==> config.mk <==
export PLATFORM = sky130hd
export DESIGN_NAME = sum_accumulator_flat
export DESIGN_NICKNAME = d
export VERILOG_FILES = /design/src/rtl/sum_accumulator_if.sv /design/src/rtl/sum_accumulator.sv /design/src/flat_wrapper.sv
export SDC_FILE = /design/constraint.sdc
export NUM_CORES = 1
export LEC_CHECK = 0
export CAP_MARGIN = 20
export CORE_ASPECT_RATIO = 0.7
export CORE_MARGIN = 8
export CORE_UTILIZATION = 45
export CTS_CLUSTER_DIAMETER = 60
export DETAILED_ROUTE_END_ITERATION = 10
export PLACE_DENSITY = 0.83
export SKIP_CTS_REPAIR_TIMING = 1
export SYNTH_ARGS = -nofsm -noshare
export SYNTH_HDL_FRONTEND = slang
export SYNTH_SLANG_ARGS = --single-unit
==> constraint.sdc <==
create_clock -name clk -period 2.91 [get_ports clk]
set_clock_uncertainty 0.2 [all_clocks]
set_input_delay 0.582 -clock clk [delete_from_list [all_inputs] [get_ports clk]]
set_output_delay 0.582 -clock clk [all_outputs]
set_load 0.005 [all_outputs]
==> src/rtl/sum_accumulator_if.sv <==
// Sample/result handshake bundle between the upstream adder, the batch
// accumulator and its downstream consumer.
interface sum_accumulator_if #(
   parameter int W = 32
);
   logic           in_valid;
   logic [W:0]     in_sum;
   logic           in_odd;
   logic           in_ready;
   logic           clear;
   logic           out_valid;
   logic           out_ready;
   logic [W+4:0]   out_total;
   logic [4:0]     out_odd_cnt;
   logic [W:0]     out_max;
   logic           out_err;

   modport master (
      output in_valid, in_sum, in_odd, clear, out_ready,
      input  in_ready, out_valid, out_total, out_odd_cnt, out_max, out_err
   );

   modport slave (
      input  in_valid, in_sum, in_odd, clear, out_ready,
      output in_ready, out_valid, out_total, out_odd_cnt, out_max, out_err
   );
endinterface

==> src/rtl/sum_accumulator.sv <==
// Collects N adder sum samples into one batch result (total, odd count,
// unsigned maximum, parity-consistency error) and holds it until taken.
module sum_accumulator #(
   parameter int W = 32,
   parameter int N = 8
) (
   input  logic              clk,
   input  logic              rst_n,
   sum_accumulator_if.slave  bus
);

   typedef enum logic [1:0] {IDLE, ACCUM, DONE} state_t;

   localparam logic [4:0] N_CNT = 5'(N);

   state_t         state, state_next;
   logic           accept;
   logic           release_res;
   logic           last_sample;
   logic [W+4:0]   total_p0;
   logic [4:0]     odd_cnt_p0;
   logic [W:0]     max_p0;
   logic           err_p0;
   logic [4:0]     count_p0;

   assign accept      = bus.in_valid && bus.in_ready;
   assign release_res = (state == DONE) && bus.out_ready;
   assign last_sample = (count_p0 + 5'd1) == N_CNT;

   always_ff @(posedge clk or negedge rst_n) begin
      if (!rst_n) state <= IDLE;
      else        state <= state_next;
   end

   always_comb begin
      state_next = state;
      case (state)
         IDLE:    if (accept) state_next = last_sample ? DONE : ACCUM;
         ACCUM:   if (accept && last_sample) state_next = DONE;
         DONE:    if (bus.out_ready) state_next = IDLE;
         default: state_next = IDLE;
      endcase
      // Abort wins over any accept or result handshake on the same edge.
      if (bus.clear) state_next = IDLE;
   end

   always_comb begin
      bus.in_ready  = (state != DONE);
      bus.out_valid = (state == DONE);
   end

   // Accumulator stage: results are registered, visible one cycle after accept.
   always_ff @(posedge clk or negedge rst_n) begin
      if (!rst_n) begin
         total_p0   <= '0;
         odd_cnt_p0 <= '0;
         max_p0     <= '0;
         err_p0     <= 1'b0;
         count_p0   <= '0;
      end else if (bus.clear || release_res) begin
         total_p0   <= '0;
         odd_cnt_p0 <= '0;
         max_p0     <= '0;
         err_p0     <= 1'b0;
         count_p0   <= '0;
      end else if (accept) begin
         total_p0   <= total_p0 + {4'b0, bus.in_sum};
         odd_cnt_p0 <= odd_cnt_p0 + {4'b0, bus.in_odd};
         if (count_p0 == 5'd0 || bus.in_sum > max_p0) max_p0 <= bus.in_sum;
         err_p0     <= err_p0 | (bus.in_odd != bus.in_sum[0]);
         count_p0   <= count_p0 + 5'd1;
      end
   end

   assign bus.out_total   = total_p0;
   assign bus.out_odd_cnt = odd_cnt_p0;
   assign bus.out_max     = max_p0;
   assign bus.out_err     = err_p0;

endmodule

==> src/flat_wrapper.sv <==
// flat-port wrapper written by rule: the top's interface ports become plain ports
module sum_accumulator_flat 
#(
   parameter int W = 32,
   parameter int N = 8
)
  (clk, rst_n, bus_in_valid, bus_in_sum, bus_in_odd, bus_clear, bus_out_ready, bus_in_ready, bus_out_valid, bus_out_total, bus_out_odd_cnt, bus_out_max, bus_out_err);
  sum_accumulator_if #(.W(W)) bus_i ();
  input  logic clk;
  input  logic rst_n;
  input wire logic [$bits(bus_i.in_valid)-1:0] bus_in_valid;
  input wire logic [$bits(bus_i.in_sum)-1:0] bus_in_sum;
  input wire logic [$bits(bus_i.in_odd)-1:0] bus_in_odd;
  input wire logic [$bits(bus_i.clear)-1:0] bus_clear;
  input wire logic [$bits(bus_i.out_ready)-1:0] bus_out_ready;
  output wire logic [$bits(bus_i.in_ready)-1:0] bus_in_ready;
  output wire logic [$bits(bus_i.out_valid)-1:0] bus_out_valid;
  output wire logic [$bits(bus_i.out_total)-1:0] bus_out_total;
  output wire logic [$bits(bus_i.out_odd_cnt)-1:0] bus_out_odd_cnt;
  output wire logic [$bits(bus_i.out_max)-1:0] bus_out_max;
  output wire logic [$bits(bus_i.out_err)-1:0] bus_out_err;
  assign bus_i.in_valid = bus_in_valid;
  assign bus_i.in_sum = bus_in_sum;
  assign bus_i.in_odd = bus_in_odd;
  assign bus_i.clear = bus_clear;
  assign bus_i.out_ready = bus_out_ready;
  assign bus_in_ready = bus_i.in_ready;
  assign bus_out_valid = bus_i.out_valid;
  assign bus_out_total = bus_i.out_total;
  assign bus_out_odd_cnt = bus_i.out_odd_cnt;
  assign bus_out_max = bus_i.out_max;
  assign bus_out_err = bus_i.out_err;
  sum_accumulator #(.W(W), .N(N)) u_core (.clk(clk), .rst_n(rst_n), .bus(bus_i));
endmodule
==> flow_summary.json, run 1 <==
{
  "holdWs_ps": 15.36,
  "grt_pass1_vias": 5930,
  "clkTransAtPathRegs_ps": 60,
  "antenna_found_initial": 0,
  "multi_input_area_um2": 3840,
  "worst_slack_ps": 30.43,
  "async_flop_share_pct": 100.0,
  "rows": 34,
  "clk_latency_ps": 350,
  "synth_edf_count": 0,
  "syn_to_final_growth_pct": 51.18,
  "yosysUniqueCellTypes": 60,
  "rsz0062_at_grt": "yes",
  "critPathBufInv": 1,
  "numPortBuffers": 116,
  "ir_drop_v": 0.0003146,
  "gr-total-overflow": 0,
  "cts_buffers": 9,
  "yosysWarnings": 0,
  "cellLeakagePower_nw": 4.234,
  "period_needed_ps": 2880,
  "yosys.area_share.simple_pct": 10.71,
  "dieWidth_um": 151.2,
  "endpoint_kind": "flip-flop",
  "num_antenna_cells": 0,
  "worst-path-stages": 11,
  "fillers": 855,
  "ys.flop_type": "dfrtp_1",
  "synthCells": 588,
  "cp_data_arrival_time_ps": 2950,
  "worst_pin_slew_ps": 951.7,
  "max_stage_delay_ps": 430,
  "dieArea_um2": 16740,
  "layout-drive-gt1-share_pct": 24.94,
  "cts_tree": "done",
  "path_cells": "inv_1 -> fa_2 -> nor2b_2 -> o211ai_1 -> a211oi_4 -> o21ai_2 -> o21ai_2 -> a21oi_2 -> o31a_1 -> o21ai_2 -> mux2i_1",
  "seq_area_frac_synth_pct": 36.05,
  "hpwl_mm": 13.64,
  "totalWireLength_mm": 19.33,
  "grt_max_degree": 46,
  "p_per_area_nw_per_um2": 515.9,
  "viasPerCell": 5.854,
  "die-height_um": 110.7,
  "synth_compound_area_share_pct": 27.71,
  "antenna_left": 0,
  "grt_pass1_wl_mm": 29.46,
  "crit_path_frequent_cell": "o21ai_2",
  "drt_iter0_markers": 409,
  "maxSlewHeadroom_pct": 36.49,
  "drcViolationCount": 0,
  "total_power_mw": 4.494,
  "clkSinkCount": 83,
  "wl_per_cell_um": 19.72,
  "maxCapViolCount": 0,
  "synth_top_family_by_area": "compound AO/OA/AOI/OAI gates",
  "fmaxAchievable_ghz": 0.3473,
  "synth-seq-cells": 83,
  "hold_viol_final": 0,
  "critPathTopFamily": "compound AO/OA/AOI/OAI gates",
  "final_nets": 923,
  "regArea_um2": 2077,
  "avgSynthCellArea_um2": 9.799,
  "worstSetupPathType": "reg -> reg",
  "fin_crit_sh_pct": 98.95,
  "drv_slew": 0,
  "synthXorXnorAreaFrac_pct": 5.016,
  "mappedNetlistNets": 698,
  "synthMuxAreaShare_pct": 0.8903,
  "cp-start-kind": "flip-flop",
  "cp_max_fo": 3,
  "outcome": "finished, final reports clean",
  "place_ws_ps": -784.2,
  "grt_usage_pct": 21.46,
  "vias": 5737,
  "synth.cell_area_um2": 5762,
  "ctsLongestPathBuffers": 2,
  "io_pins": 117,
  "gp_congestion": 0.9136,
  "place_inst": 952,
  "hold_class": "in -> async",
  "start_util_pct": 46.23,
  "first_pass_iters": 5,
  "r2r_cells": 11,
  "required_ps": 2980,
  "cts_htree_levels": 3,
  "core_um2": 12460,
  "synth_fa_ha_area_share_pct": 15.55,
  "critPathSlowestCell": "dfrtp_1",
  "setup_viol_count_final": 0,
  "cts_root_buffer": "clkbuf_16",
  "tns_ps": 0,
  "final_cells": 980
}
[area by class of cell]
cell class,instances,area share [%]
clock inverter,4,0.2873
multi-input combinational,443,44.08
tap,162,2.327
timing repair buffer,233,24.66
sequential,83,23.84
clock buffer,12,2.945
inverter,43,1.853
[routing by layer]
| metal | GRT usage, % | vias to the layer above | part of all wire [%] | wire (um) |
|---|---|---|---|---|
| met5 | 0 | - | 0 | 0 |
| met4 | 6.114 | 0 | 1.8 | 349 |
| met3 | 6.077 | 37 | 7.4 | 1423 |
| met2 | 34.36 | 209 | 47 | 9122 |
| met1 | 27.54 | 2841 | 44 | 8434 |
| li1 | - | 2650 | - | - |
[metrics by stage]
| step | utilization [%] | area (um^2) |
|---|---|---|
| CTS | 65.99 | 8225 |
| detailed placement | 63.73 | 7944 |
| floorplan | - | 5826 |
| global placement | 63.73 | 7944 |
| global route | 69.89 | 8711 |
| finish | 69.89 | 8711 |
[worst reg2reg max path, delay by kind of cell (launching register included)]
kind / cells / cell delay (ps)
AO/OA/AOI/OAI: 7 / 1310
multiplexers: 1 / 180
adder cells (fa/ha/maj): 1 / 420
AND/OR/NAND/NOR: 1 / 160
buffers and inverters: 1 / 100
flip-flops: 1 / 430
[final timing paths]
check | start | to | slack, ps
setup / recovery | u_core.bus.out_total[1] | u_core.bus.out_total[34] | 30
hold / removal | rst_n | u_core.bus.out_total[17] | 20
setup reg to reg | u_core.bus.out_total[1] | u_core.bus.out_total[34] | 30
hold reg to reg | u_core.state[1] | u_core.state[0] | 300
max in group asynchronous | rst_n | u_core.count_p0[1] | 1860
min in group clk | u_core.state[1] | u_core.state[0] | 300
[cell usage after synthesis, drive strengths merged (2+ instances only)]
cell type / instances / area [um^2]
inv: 43 / 161.4
o21bai: 6 / 56.31
a22o: 64 / 560.5
o21ai: 26 / 133.9
a21boi: 2 / 15.02
a21oi: 41 / 224.0
nor2: 25 / 93.84
nand2: 32 / 120.1
a21o: 35 / 270.3
and2: 4 / 25.02
a211oi: 6 / 50.05
a31oi: 6 / 37.54
nor2b: 4 / 25.02
xnor2: 17 / 148.9
or3: 3 / 18.77
buf: 3 / 13.76
ha: 70 / 875.8
o21a: 3 / 22.52
mux2i: 4 / 40.04
nand3: 13 / 65.06
clkbuf: 16 / 60.06
and3: 8 / 50.05
o211ai: 6 / 45.04
nand4: 16 / 100.1
nand2b: 7 / 43.79
xor2: 16 / 140.1
dfrtp: 83 / 2077
a31o: 2 / 17.52
a32o: 2 / 20.02
nor3: 4 / 20.02
[state kept, by name (all words and copies together) (netlist names)]
| name | cells |
|---|---|
| u_core.bus.out_err | 1 |
| u_core.bus.out_total | 37 |
| u_core.bus.out_odd_cnt | 5 |
| u_core.bus.out_max | 33 |
| u_core.state | 2 |
| u_core.count_p0 | 5 |
[cell usage in the layout (no fill, tap or decap), drive strengths merged, types with 7 or more instances in the layout]
cell type      synthesis  layout
xnor2                 17      17
inv                   43      43
clkdlybuf4s50          0      91
xor2                  16      16
nand2b                 7       7
a22o                  64      64
and3                   8       8
o21ai                 26      26
nand4                 16      16
buf                    3     117
dlymetal6s2s           0      23
nor2                  25      25
a21oi                 41      41
dfrtp                 83      83
a21o                  35      35
clkbuf                16      14
ha                    70      70
nand2                 32      32
nand3                 13      13
[where the power goes]
group | leakage (nW) | total, mW | internal (mW) | switching, mW
Sequential | 1.11 | 1.41 | 1.27 | 0.137
Clock | 0.135 | 1.11 | 0.623 | 0.491
Combinational | 2.99 | 1.97 | 1.07 | 0.905
Total | 4.23 | 4.49 | 2.96 | 1.53
[cells by family after synthesis]
logic type / Yosys count
xor+xnor: 33
flops: 83
compound gates: 211
mux: 5
buf+inv: 62
simple gates: 123
fa+ha+maj: 71
Power figures use the tool's default switching activity.
==> inputs of run 2 (changes only) <==
CORE_UTILIZATION = 47   (was 45)
CTS_CLUSTER_DIAMETER = 30   (was 60)
PLACE_DENSITY = 0.86   (was 0.83)
==> run 2 against run 1 <==
The flow now finishes with violations (hold timing, setup timing). Count of clock-buffer cells in the layout unchanged. Worst setup slack got worse by 120 ps. Critical path type unchanged. Critical endpoint is now u_core.bus.out_total[28]. Fmax decreased by 3.9%. Power increased by 2.7%. Worst hold slack got worse by 17 ps.
==> flow_summary.json, run 2 (synthesized netlist as in run 1, its figures left out) <==
{
  "rows": 33,
  "antenna_found_initial": 0,
  "p_per_area_nw_per_um2": 525.7,
  "final_cells": 983,
  "place_inst": 953,
  "clkTransAtPathRegs_ps": 60,
  "dieArea_um2": 16110,
  "violations": "hold timing, setup timing",
  "largest_reg_flops": 37,
  "endpoint_kind": "flip-flop",
  "clkSinkCount": 83,
  "hpwl_mm": 13.82,
  "layout-drive-gt1-share_pct": 25.06,
  "grt_util_met1_pct": 28.15,
  "path_cells": "ha_2 -> inv_2 -> fa_2 -> nor2b_2 -> o211ai_1 -> a211oi_4 -> o21ai_2 -> o21ai_2 -> a21oi_4 -> buf_4 -> buf_6 -> o21ai_2 -> xor2_1 -> a22o_1",
  "drv_slew": 0,
  "rrSetupSlack_ps": -90,
  "cts_buffers": 9,
  "ir_drop_v": 0.0003129,
  "ctsLongestPathBuffers": 2,
  "totalWireLength_mm": 20.45,
  "die-height_um": 108.6,
  "dieWidth_um": 148.3,
  "num_antenna_cells": 0,
  "first_pass_iters": 5,
  "critPathSlowestCell": "fa_2",
  "hold_viol_final": 3,
  "setup_viol_count_final": 6,
  "fin_crit_sh_pct": 103.0,
  "grt_usage_pct": 22.64,
  "start_util_pct": 48.62,
  "io_pins": 117,
  "met2_usage_pct": 37.78,
  "core_um2": 11850,
  "grt_pass1_wl_mm": 29.72,
  "final_common_cell": "buf_4",
  "clk_latency_ps": 350,
  "grt_max_degree": 51,
  "wl_per_cell_um": 20.80,
  "cp-start-kind": "flip-flop",
  "required_ps": 2950,
  "cp_data_arrival_time_ps": 3030,
  "r2r_cells": 14,
  "fillers": 718,
  "cp_max_fo": 3,
  "worst_slack_ps": -86.60,
  "crit_path_frequent_cell": "o21ai_2",
  "critPathBufInv": 3,
  "cellLeakagePower_nw": 4.273,
  "max_stage_delay_ps": 400,
  "vias": 5857,
  "syn_to_final_growth_pct": 52.36,
  "final_nets": 931,
  "maxCapViolCount": 0,
  "fmaxAchievable_ghz": 0.3337,
  "tns_ps": -424.6,
  "grt_pass1_vias": 6045,
  "cts_root_buffer": "clkbuf_16",
  "gp_congestion": 0.8794,
  "drcViolationCount": 0,
  "worstSetupPathType": "reg -> reg",
  "rsz0062_at_grt": "yes",
  "critPathTopFamily": "compound AO/OA/AOI/OAI gates",
  "viasPerCell": 5.958,
  "antenna_left": 0,
  "period_needed_ps": 2997,
  "total_power_mw": 4.614,
  "worst_pin_slew_ps": 487.1,
  "cts_htree_levels": 3,
  "grt.busiest_layer": "met2",
  "holdWs_ps": -1.938,
  "gr-total-overflow": 0,
  "rr_startpoint": "u_core.bus.out_total[0]",
  "numPortBuffers": 116,
  "r2r_end": "u_core.bus.out_total[28]",
  "outcome": "complete, but fails checks",
  "met3_usage_pct": 6.413,
  "hold_class": "in -> async",
  "maxSlewHeadroom_pct": 67.53,
  "drt_iter0_markers": 443,
  "layout_common_cells": "buf_4, clkdlybuf4s50_1, dfrtp_1",
  "cts_tree": "done"
}
-- run 2: cell types whose count changed in the layout (fill, tap and decap cells not counted), moves of 2 or more --
cell     before  now
ha_2          4    2
a21oi_2      14   10
ha_1         49   51
buf_4       113  117
a21oi_1      26   29
buf_6         1    5
-- run 2: worst max path at each step --
| stage | from | endpoint | slack [ps] | cells past startpoint |
|---|---|---|---|---|
| after CTS | bus_in_sum[0] | u_core.bus.out_total[36] | -510 | 13 |
| after global routing | u_core.bus.out_total[0] | u_core.bus.out_total[34] | -250 | 12 |
| after global placement | bus_in_sum[0] | u_core.bus.out_total[36] | -710 | 13 |
| after detailed placement | bus_in_sum[0] | u_core.bus.out_total[36] | -880 | 13 |
| after floorplan | bus_in_sum[2] | u_core.bus.out_total[31] | -2 | 9 |
| final | u_core.bus.out_total[0] | u_core.bus.out_total[28] | -90 | 14 |
-- run 2: final cells by class --
type / instances / area, um^2 / area share, %
multi-input cells: 443 / 3844 / 43.79
repair buffers: 241 / 2203 / 25.10
flip-flops and latches: 83 / 2077 / 23.66
clock buffers: 12 / 246.5 / 2.808
well taps: 157 / 196.4 / 2.238
inverters: 43 / 161.4 / 1.839
clock inverters: 4 / 50.05 / 0.5701
-- run 2: routing by layer --
metal  vias to the layer above  share of wire [%]  wire, um
met5                         -                  0         0
met4                         0                2.6       533
met3                        45                7.6      1550
met2                       247                 48      9768
met1                      2907                 42      8594
li1                       2658                  -         -
-- run 2: metrics by stage --
| stage | area (um^2) | util, % | setup WS (ps) | hold slack (ps) |
|---|---|---|---|---|
| 3_5_place_dp | 7970 | 67.26 | -881.7 | 287.9 |
| 6_report | 8778 | 74.08 | -86.60 | -1.938 |
| 5_1_grt | 8778 | 74.08 | -245.4 | 29.01 |
| 3_3_place_gp | 7970 | 67.26 | -709.4 | 267.7 |
| 4_1_cts | 8267 | 69.76 | -505.8 | 4.723 |
| 2_1_floorplan | 5826 | - | -2.367 | 86.41 |
-- run 2: power by group --
group          switching, mW  internal, mW  total [mW]  leakage, nW
Sequential             0.138          1.27        1.41         1.11
Combinational          0.946          1.09        2.04         3.02
Clock                  0.479         0.688        1.17        0.139
Total                   1.56          3.05        4.61         4.27
